## src/rtl/gcd_pkg.sv

```systemverilog
// gcd_pkg: shared types for the GCD front-end bridge and the GCD engine.
//   bridge_state_t : bridge sequencing states
//   gcd_state_t    : engine states (load A, load B, subtract loop, result ack)
//   zero_bypass()  : true when an operand pair must be resolved without the engine
package gcd_pkg;

    localparam int unsigned DEFAULT_W  = 128;
    localparam int unsigned DEFAULT_CW = 16;

    typedef enum logic [2:0] {
        IDLE   = 3'd0,
        LOAD_A = 3'd1,
        REL_A  = 3'd2,
        LOAD_B = 3'd3,
        REL_B  = 3'd4,
        OUT    = 3'd5
    } bridge_state_t;

    typedef enum logic [2:0] {
        G_WAIT_A = 3'd0,
        G_REL_A  = 3'd1,
        G_WAIT_B = 3'd2,
        G_CMP    = 3'd3,
        G_SUB    = 3'd4,
        G_ACK    = 3'd5,
        G_DONE   = 3'd6
    } gcd_state_t;

    // The engine never terminates on a zero operand, so such pairs bypass it.
    function automatic logic zero_bypass(input logic a_is_zero, input logic b_is_zero);
        return a_is_zero | b_is_zero;
    endfunction

endpackage

```

## src/rtl/gcd_bridge_sat_counter.sv

```systemverilog
// sat_counter: CW-bit up counter with synchronous clear and saturation at all-ones.
//   clock, reset : clock and asynchronous active-high reset
//   i_clear      : clear to zero (wins over enable)
//   i_en         : count enable
//   o_count      : current count
module sat_counter #(
    parameter int unsigned CW = 16
) (
    input  logic          clock,
    input  logic          reset,
    input  logic          i_clear,
    input  logic          i_en,
    output logic [CW-1:0] o_count
);

    localparam logic [CW-1:0] MAX_COUNT = '1;

    logic [CW-1:0] r_count;

    // Count register; holds at all-ones once reached.
    always_ff @(posedge clock or posedge reset) begin
        if (reset) begin
            r_count <= '0;
        end else if (i_clear) begin
            r_count <= '0;
        end else if (i_en && (r_count != MAX_COUNT)) begin
            r_count <= r_count + CW'(1);
        end
    end

    assign o_count = r_count;

endmodule

```

## src/rtl/gcd_bridge.sv

```systemverilog
// gcd_bridge: valid/ready front end for the GCD engine. Accepts an operand pair,
// runs the two 4-phase req/ack loads (A then B), captures the engine result and
// presents it with a latency count. Zero operands are resolved locally.
//   clock, reset           : clock, asynchronous active-high reset
//   in_valid/in_ready      : operand pair handshake, in_a / in_b operands
//   out_valid/out_ready    : result handshake, out_gcd result, out_cycles latency
//   err                    : sticky, engine acked while bridge idle or presenting
//   gcd_req/gcd_ack        : 4-phase handshake to the engine
//   gcd_load/gcd_result    : engine load value and engine result
module gcd_bridge
    import gcd_pkg::*;
#(
    parameter int unsigned W  = 128,
    parameter int unsigned CW = 16
) (
    input  logic          clock,
    input  logic          reset,
    input  logic          in_valid,
    output logic          in_ready,
    input  logic [W-1:0]  in_a,
    input  logic [W-1:0]  in_b,
    output logic          out_valid,
    input  logic          out_ready,
    output logic [W-1:0]  out_gcd,
    output logic [CW-1:0] out_cycles,
    output logic          err,
    output logic          gcd_req,
    input  logic          gcd_ack,
    output logic [W-1:0]  gcd_load,
    input  logic [W-1:0]  gcd_result
);

    localparam logic [CW-1:0] MAX_COUNT = '1;

    bridge_state_t r_state;
    bridge_state_t w_next;

    logic          r_in_ready;
    logic          r_out_valid;
    logic [W-1:0]  r_out_gcd;
    logic [CW-1:0] r_out_cycles;
    logic          r_err;
    logic          r_gcd_req;
    logic [W-1:0]  r_gcd_load;
    logic [W-1:0]  r_b;

    logic          w_xfer;
    logic          w_bypass;
    logic          w_cnt_en;
    logic [CW-1:0] w_cnt;
    logic [CW-1:0] w_cnt_inc;

    logic          w_in_ready_d;
    logic          w_out_valid_d;
    logic [W-1:0]  w_out_gcd_d;
    logic [CW-1:0] w_out_cycles_d;
    logic          w_err_d;
    logic          w_gcd_req_d;
    logic [W-1:0]  w_gcd_load_d;

    assign w_xfer    = in_valid && r_in_ready;
    assign w_bypass  = zero_bypass(in_a == '0, in_b == '0);
    assign w_cnt_en  = (r_state != IDLE) && (r_state != OUT);
    // Latency includes the edge that enters OUT, hence count + 1 (saturating).
    assign w_cnt_inc = (w_cnt == MAX_COUNT) ? w_cnt : (w_cnt + CW'(1));

    sat_counter #(
        .CW (CW)
    ) u_sat_counter (
        .clock   (clock),
        .reset   (reset),
        .i_clear (w_xfer),
        .i_en    (w_cnt_en),
        .o_count (w_cnt)
    );

    // State register.
    always_ff @(posedge clock or posedge reset) begin
        if (reset) begin
            r_state <= IDLE;
        end else begin
            r_state <= w_next;
        end
    end

    // Next-state logic.
    always_comb begin
        w_next = r_state;
        case (r_state)
            IDLE:    if (w_xfer)                   w_next = w_bypass ? OUT : LOAD_A;
            LOAD_A:  if (gcd_ack)                  w_next = REL_A;
            REL_A:   if (!gcd_ack)                 w_next = LOAD_B;
            LOAD_B:  if (gcd_ack)                  w_next = REL_B;
            // Waiting for ack low leaves the engine back in its A-wait state.
            REL_B:   if (!gcd_ack)                 w_next = OUT;
            OUT:     if (r_out_valid && out_ready) w_next = IDLE;
            default:                               w_next = IDLE;
        endcase
    end

    // Next values of the registered outputs, decoded from the transition.
    always_comb begin
        w_in_ready_d   = (w_next == IDLE);
        w_out_valid_d  = (w_next == OUT);
        w_gcd_req_d    = (w_next == LOAD_A) || (w_next == LOAD_B);
        w_gcd_load_d   = r_gcd_load;
        w_out_gcd_d    = r_out_gcd;
        w_out_cycles_d = r_out_cycles;
        w_err_d        = r_err | (gcd_ack && ((r_state == IDLE) || (r_state == OUT)));

        if ((r_state == IDLE) && (w_next == LOAD_A)) begin
            w_gcd_load_d = in_a;
        end else if ((r_state == REL_A) && (w_next == LOAD_B)) begin
            w_gcd_load_d = r_b;
        end

        if ((r_state == IDLE) && (w_next == OUT)) begin
            w_out_gcd_d    = in_a | in_b;
            w_out_cycles_d = CW'(1);
        end else if ((r_state == LOAD_B) && (w_next == REL_B)) begin
            w_out_gcd_d    = gcd_result;
        end else if ((r_state == REL_B) && (w_next == OUT)) begin
            w_out_cycles_d = w_cnt_inc;
        end
    end

    // Output and operand registers.
    always_ff @(posedge clock or posedge reset) begin
        if (reset) begin
            r_in_ready   <= 1'b1;
            r_out_valid  <= 1'b0;
            r_out_gcd    <= '0;
            r_out_cycles <= '0;
            r_err        <= 1'b0;
            r_gcd_req    <= 1'b0;
            r_gcd_load   <= '0;
            r_b          <= '0;
        end else begin
            r_in_ready   <= w_in_ready_d;
            r_out_valid  <= w_out_valid_d;
            r_out_gcd    <= w_out_gcd_d;
            r_out_cycles <= w_out_cycles_d;
            r_err        <= w_err_d;
            r_gcd_req    <= w_gcd_req_d;
            r_gcd_load   <= w_gcd_load_d;
            if (w_xfer) begin
                r_b <= in_b;
            end
        end
    end

    assign in_ready   = r_in_ready;
    assign out_valid  = r_out_valid;
    assign out_gcd    = r_out_gcd;
    assign out_cycles = r_out_cycles;
    assign err        = r_err;
    assign gcd_req    = r_gcd_req;
    assign gcd_load   = r_gcd_load;

endmodule
```

## config.mk

```make
export PLATFORM = sky130hd
export DESIGN_NAME = gcd_bridge
export DESIGN_NICKNAME = d
export VERILOG_FILES = /design/src/rtl/gcd_pkg.sv /design/src/rtl/gcd_bridge_sat_counter.sv /design/src/rtl/gcd_bridge.sv
export SDC_FILE = /design/constraint.sdc
export NUM_CORES = 1
export LEC_CHECK = 0
export BUFFER_PORTS_ARGS = -buffer_cell sky130_fd_sc_hd__buf_4
export CAP_MARGIN = 20
export CORE_AREA = 5 5 254 256
export CTS_BUF_LIST = sky130_fd_sc_hd__clkbuf_4 sky130_fd_sc_hd__clkbuf_8
export CTS_CLUSTER_DIAMETER = 50
export DETAILED_ROUTE_END_ITERATION = 10
export DIE_AREA = 0 0 259 261
export HOLD_SLACK_MARGIN = 0.12
export RECOVER_POWER = 50
export SYNTH_ARGS = -nofsm -noshare
export SYNTH_HDL_FRONTEND = slang
export SYNTH_SLANG_ARGS = --single-unit
export TNS_END_PERCENT = 30
```

## constraint.sdc

```tcl
create_clock -name clock -period 16.6 [get_ports clock]
set_clock_uncertainty 0.15 [all_clocks]
set_input_delay 2.49 -clock clock [delete_from_list [all_inputs] [get_ports clock]]
set_output_delay 2.49 -clock clock [all_outputs]
set_load 0.005 [all_outputs]
```

; After elaboration in Yosys (flattened, before gate mapping)
; Cells that the tools add are included.
; Widths: inputs -> output; s select.
[classes]
bitwise = 3
n_mux = 18
n_addsub = 1
n_reduce_logical = 22
eq_ne = 13
[op_table]
columns = cell, n
row1 = $mux 128, 4
row2 = $logic_not 128->1, 2
row3 = $or 128x128->128, 1
row4 = $mux 16, 6
row5 = $mux 3, 7
row6 = $pmux 3 s6, 1
row7 = $add 16x1->16 const B, 1
row8 = $eq 16x16->1 const B, 1
row9 = $ne 16x16->1 const B, 1
row10 = $eq 3x3->1 const B, 4
row11 = $logic_and 1x1->1, 10
row12 = $eq 3x2->1 const B, 3
row13 = $reduce_bool 2->1, 4
row14 = $eq 3x1->1 const B, 2
row15 = $logic_not 3->1, 2
row16 = $ne 3x3->1 const B, 1
row17 = $reduce_bool 3->1, 1
row18 = $logic_or 1x1->1, 2
row19 = $ne 2x2->1 const B, 1
row20 = $or 1x1->1, 2
row21 = $reduce_and 2->1, 1
[word_totals]
register_bits = 423
input_bits = 389
word_cells = 67

; Logic depth before layout (Yosys ltp)
[logic_depth]
ltp_word = 10
depth_mapped = 9

; By module
; A second synthesis with hierarchy kept.
[hier_totals]
cells_unflattened = 1560
area_unflattened_um2 = 20353.3
[modules_own_cells]
columns = module, seq_area_each_um2, instances, area_each_um2, cells_each
row1 = gcd_bridge, 10186.0, 1, 19421.1, 1459
row2 = sat_counter, 400.4, 1, 932.1, 101

; Worst setup path before layout
; No wires, ideal clock.
[synth_timing]
path_type = input -> register
start = input in_a[1]
end = register r_gcd_load[100], in the netlist gcd_load[100]
setup_ps = 125
t_required_ps = 16325
slack_ps = 12334
cell_stages = 8
t_arrival_ps = 3991
path_cell_list = nor4_1 -> nand4_1 -> nor4_1 -> a22oi_1 -> nand2_1 -> buf_4 -> buf_6 -> mux2_2
[synth_via]
elab_chain_len = 8
word_cells_on_any_way = 11
[synth_lines]
columns = element, line
row1 = from (decl), gcd_bridge.sv:20  ; input logic [W-1:0] in_a,
row2 = $logic_not 128->1 (*), gcd_bridge.sv:62  ; assign w_bypass = zero_bypass(in_a == '0, in_b == '0);
row3 = $or 1x1->1 (*), gcd_pkg.sv:31  ; return a_is_zero | b_is_zero;
row4 = $mux 3 (*) (2 in series), gcd_bridge.sv:90  ; IDLE: if (w_xfer) w_next = w_bypass ? OUT : LOAD_A;
row5 = $pmux 3 s6 (*), gcd_bridge.sv:89  ; case (r_state)
row6 = $eq 3x1->1 or $eq 3x2->1 (tied branches), "gcd_bridge.sv:111, gcd_bridge.sv:113"
row7 = $logic_and 1x1->1 (on tied branches), "gcd_bridge.sv:111, gcd_bridge.sv:113"
row8 = $mux 128 or $reduce_bool 2->1 (tied branches), -
row9 = to (signal assigned), gcd_bridge.sv:145  ; r_gcd_load <= w_gcd_load_d;
row10 = to (decl), gcd_bridge.sv:44  ; logic [W-1:0] r_gcd_load;
; Mark *: on every way between the ends. The rest lies on a longest branch, timed or not.
; A chain may end at the register's enable or synchronous reset.

==> impl_metrics.py <==
metrics = {
    "status": {
        "status": "complete, but fails checks",
        "violations": "capacitance limit, slew limit",
    },
    "clock_network": {
        "cts_made_buffers": 79,
        "cts_resized": 0,
        "hold_buffers": 0,
        "cts_max_level": 3,
        "clk_latency_ps": 660,
        "post-cts-setup-buffer-count": 0,
        "root_buffer": "clkbuf_8",
        "cts_tree": "yes",
        "clock_sinks": 423,
        "clk_pin_slew_ps": 60,
        "clockBufferDepth": 3,
    },
    "sta": {
        "maxSlewHeadroom_pct": -197.9,
        "fmax_mhz": 111.4,
        "finalCritPeriodShare_pct": 54.09,
        "rsz0062_at_grt": "false",
        "worst_slew_pin_slew_ps": 4445,
        "final_max_slew_viol_count": 367,
        "finalCriticalPeriod_ps": 8980,
        "setup_violations": 0,
        "hold_violations": 0,
        "whs_ps": 310.2,
        "fin_setup_tns_ps": 0,
    },
    "global_routing": {
        "grt_max_degree": 96,
        "grt_pass1_wl_mm": 114.4,
        "grt_pass1_vias": 17890,
        "grtUsageTotal_pct": 22.13,
        "grt_overflow": 0,
        "antenna_found_initial": 6,
    },
    "logic_synthesis": {
        "yosysWarnings": 0,
        "netlist_instances": 1798,
        "syn_area_um2": 20230,
        "yosysMostFrequentCell": "nand2_1",
        "ys_seq_area_share_pct": 52.33,
        "yosys.area.top_type": "dfrtp_1",
        "synth_edf_count": 0,
        "synth.ff_latch_count": 423,
        "async_reset_ff_share_pct": 100.0,
        "avgSynthCellArea_um2": 11.25,
        "synth_top_area_share_pct": 52.20,
        "synth.distinct_cells": 44,
        "ys.flop_type": "dfrtp_1",
        "synthTopCellsByArea": "dfrtp_1 (52%), mux2_2 (14%), mux2i_1 (13%)",
        "synth_common_cells": "nand2_1 (424), dfrtp_1 (422), mux2i_1 (259), mux2_2 (244), nor2_1 (164)",
        "synth_fp_nets": 2188,
    },
    "power_and_ir_drop": {
        "p_switching_mw": 1.537,
        "power_frac_comb_pct": 36.8,
        "p_int_mw": 3.003,
        "switching_share_pct": 33.86,
        "p_seq_share_pct": 39.2,
        "power.total_mw": 4.540,
        "leakage_nw": 13.25,
        "vdd.ir_drop.worst_mv": 0.06502,
        "powerDensity_nw_per_um2": 168.5,
        "clockPowerShare_pct": 24.0,
    },
    "worst_hold_path": {
        "hold_class": "reg2reg",
    },
    "finish": {
        "drive_above_1_share_pct": 37.25,
        "fillers": 6144,
        "fin_area_um2": 26940,
        "fin_nets": 2856,
        "area_growth_syn_to_layout_pct": 33.16,
        "stdcell_count": 3373,
    },
    "routing": {
        "dr_total_vias": 16540,
        "drt_iter0_drc": 818,
        "drc": 0,
        "antenna_left": 0,
        "dr.pass1.iters": 5,
        "wl_per_cell_um": 23.03,
        "viasPerCell": 4.902,
        "totalWireLength_mm": 77.69,
    },
    "critical_path": {
        "worstPathRequired_ps": 17140,
        "path_buf_inv": 5,
        "crit_top_cell": "buf_4",
        "crit_path_end_kind": "asynchronous set/reset pin",
        "start_kind": "input port",
        "crit_slowest_cell": "clkbuf_1",
        "worstPathMaxFanout": 95,
        "cp_cell_sequence": "clkbuf_4 > clkinvlp_2 > clkbuf_1 > buf_4 > buf_4",
        "reg2reg_slack_ps": 10420,
        "critPathMaxStageDelay_ps": 2590,
        "crit_family": "buffers and inverters",
        "cp.arrival_ps": 9520,
        "crit_type": "in2async",
    },
    "die": {
        "fp.dieArea_um2": 67600,
        "initial_core_util_pct": 32.49,
        "die_y_um": 261,
        "floorplan.core_area_um2": 62270,
        "die_w_um": 259,
        "core.rowCount": 92,
        "io_pins": 665,
    },
    "place": {
        "dp.cells": 3230,
        "io_buffers": 664,
        "postPlaceCellArea_um2": 25760,
        "dp_hpwl_mm": 58.16,
        "place_congestion": 0.9305,
    },
    "run": {
        "cap_viol_max_count": 5,
    },
}
==> power groups by stage <==
stage          clock [mW]  combinational (mW)  sequential, mW
2_1_floorplan           0               0.916            1.77
3_3_place_gp            0                1.79            1.77
3_5_place_dp            0                1.84            1.80
4_1_cts              1.12                1.84            1.79
5_1_grt              1.17                1.84            1.84
6_report             1.09                1.67            1.78
==> placed cells by master (no fill, tap or decap), types with 8 or more instances in the layout <==
cell	instances
nand2_1	423
dfrtp_1	422
buf_4	408
mux2i_1	259
mux2_2	244
nor2_1	164
clkbuf_4	149
clkbuf_1	143
clkbuf_8	97
nor4_1	70
xor2_1	20
nand4_1	17
mux2_1	12
xnor2_1	10
o22ai_1	8
==> state kept, by name, summed over array words and instances (netlist names) <==
signal and flops:
out_gcd 128, in_ready 1, u_sat_counter.o_count 16, gcd_req 1, out_cycles 16, out_valid 1, r_state 3, err 1
gcd_load 128, r_b 128
==> metal layers <==
layer	GRT usage [%]	wire, um
met5	0	13
met2	38.36	38810
met1	26.67	30280
met3	7.279	6742
met4	5.829	1843
==> logic make-up (layout without fill, tap and decap cells) <==
logic type                 after synthesis  in the layout  share of synthesized area [%]
AOI/OAI and AO/OA                       25             25                          1.014
xor gates and xnor gates                30             30                          1.299
adders and majority gates                1              1                        0.06184
buffers and inverters                   99            822                          3.445
DFF                                    423            423                          52.33
muxes                                  515            515                          27.06
other                                    0              6                              0
and+or+nand+nor                        705            705                          14.79
==> final timing paths <==
kind / from / endpoint / cells after the start
worst max-delay path: reset / r_b[21] / 5
min in group asynchronous: reset / out_gcd[112] / 2
worst min-delay path: err / err / 1
max in group clock: in_valid / out_gcd[83] / 7
worst max register to register: in_ready / out_gcd[83] / 6
worst min register to register: err / err / 1
==> area by class of cell <==
cell class	count	area, um^2	area share, %
Sequential cell	423	10590	39.30
Timing Repair Buffer	684	4606	17.10
Multi-Input combinational cell	1276	8971	33.30
Tap cell	846	1059	3.929
Clock inverter	18	201.4	0.7478
Antenna cell	6	15.01	0.05573
Clock buffer	118	1493	5.541
Inverter	2	8.758	0.03251
==> through the flow <==
| stage | worst slack [ps] | utilization, % |
|---|---|---|
| 6_report | 7620 | 43.26 |
| 3_3_place_gp | 8204 | 41.34 |
| 5_1_grt | 6130 | 43.25 |
| 3_5_place_dp | 8591 | 41.37 |
| 4_1_cts | 9338 | 44.09 |
| 2_1_floorplan | 2185 | - |
No activity file was read; power rests on OpenSTA's default activity.
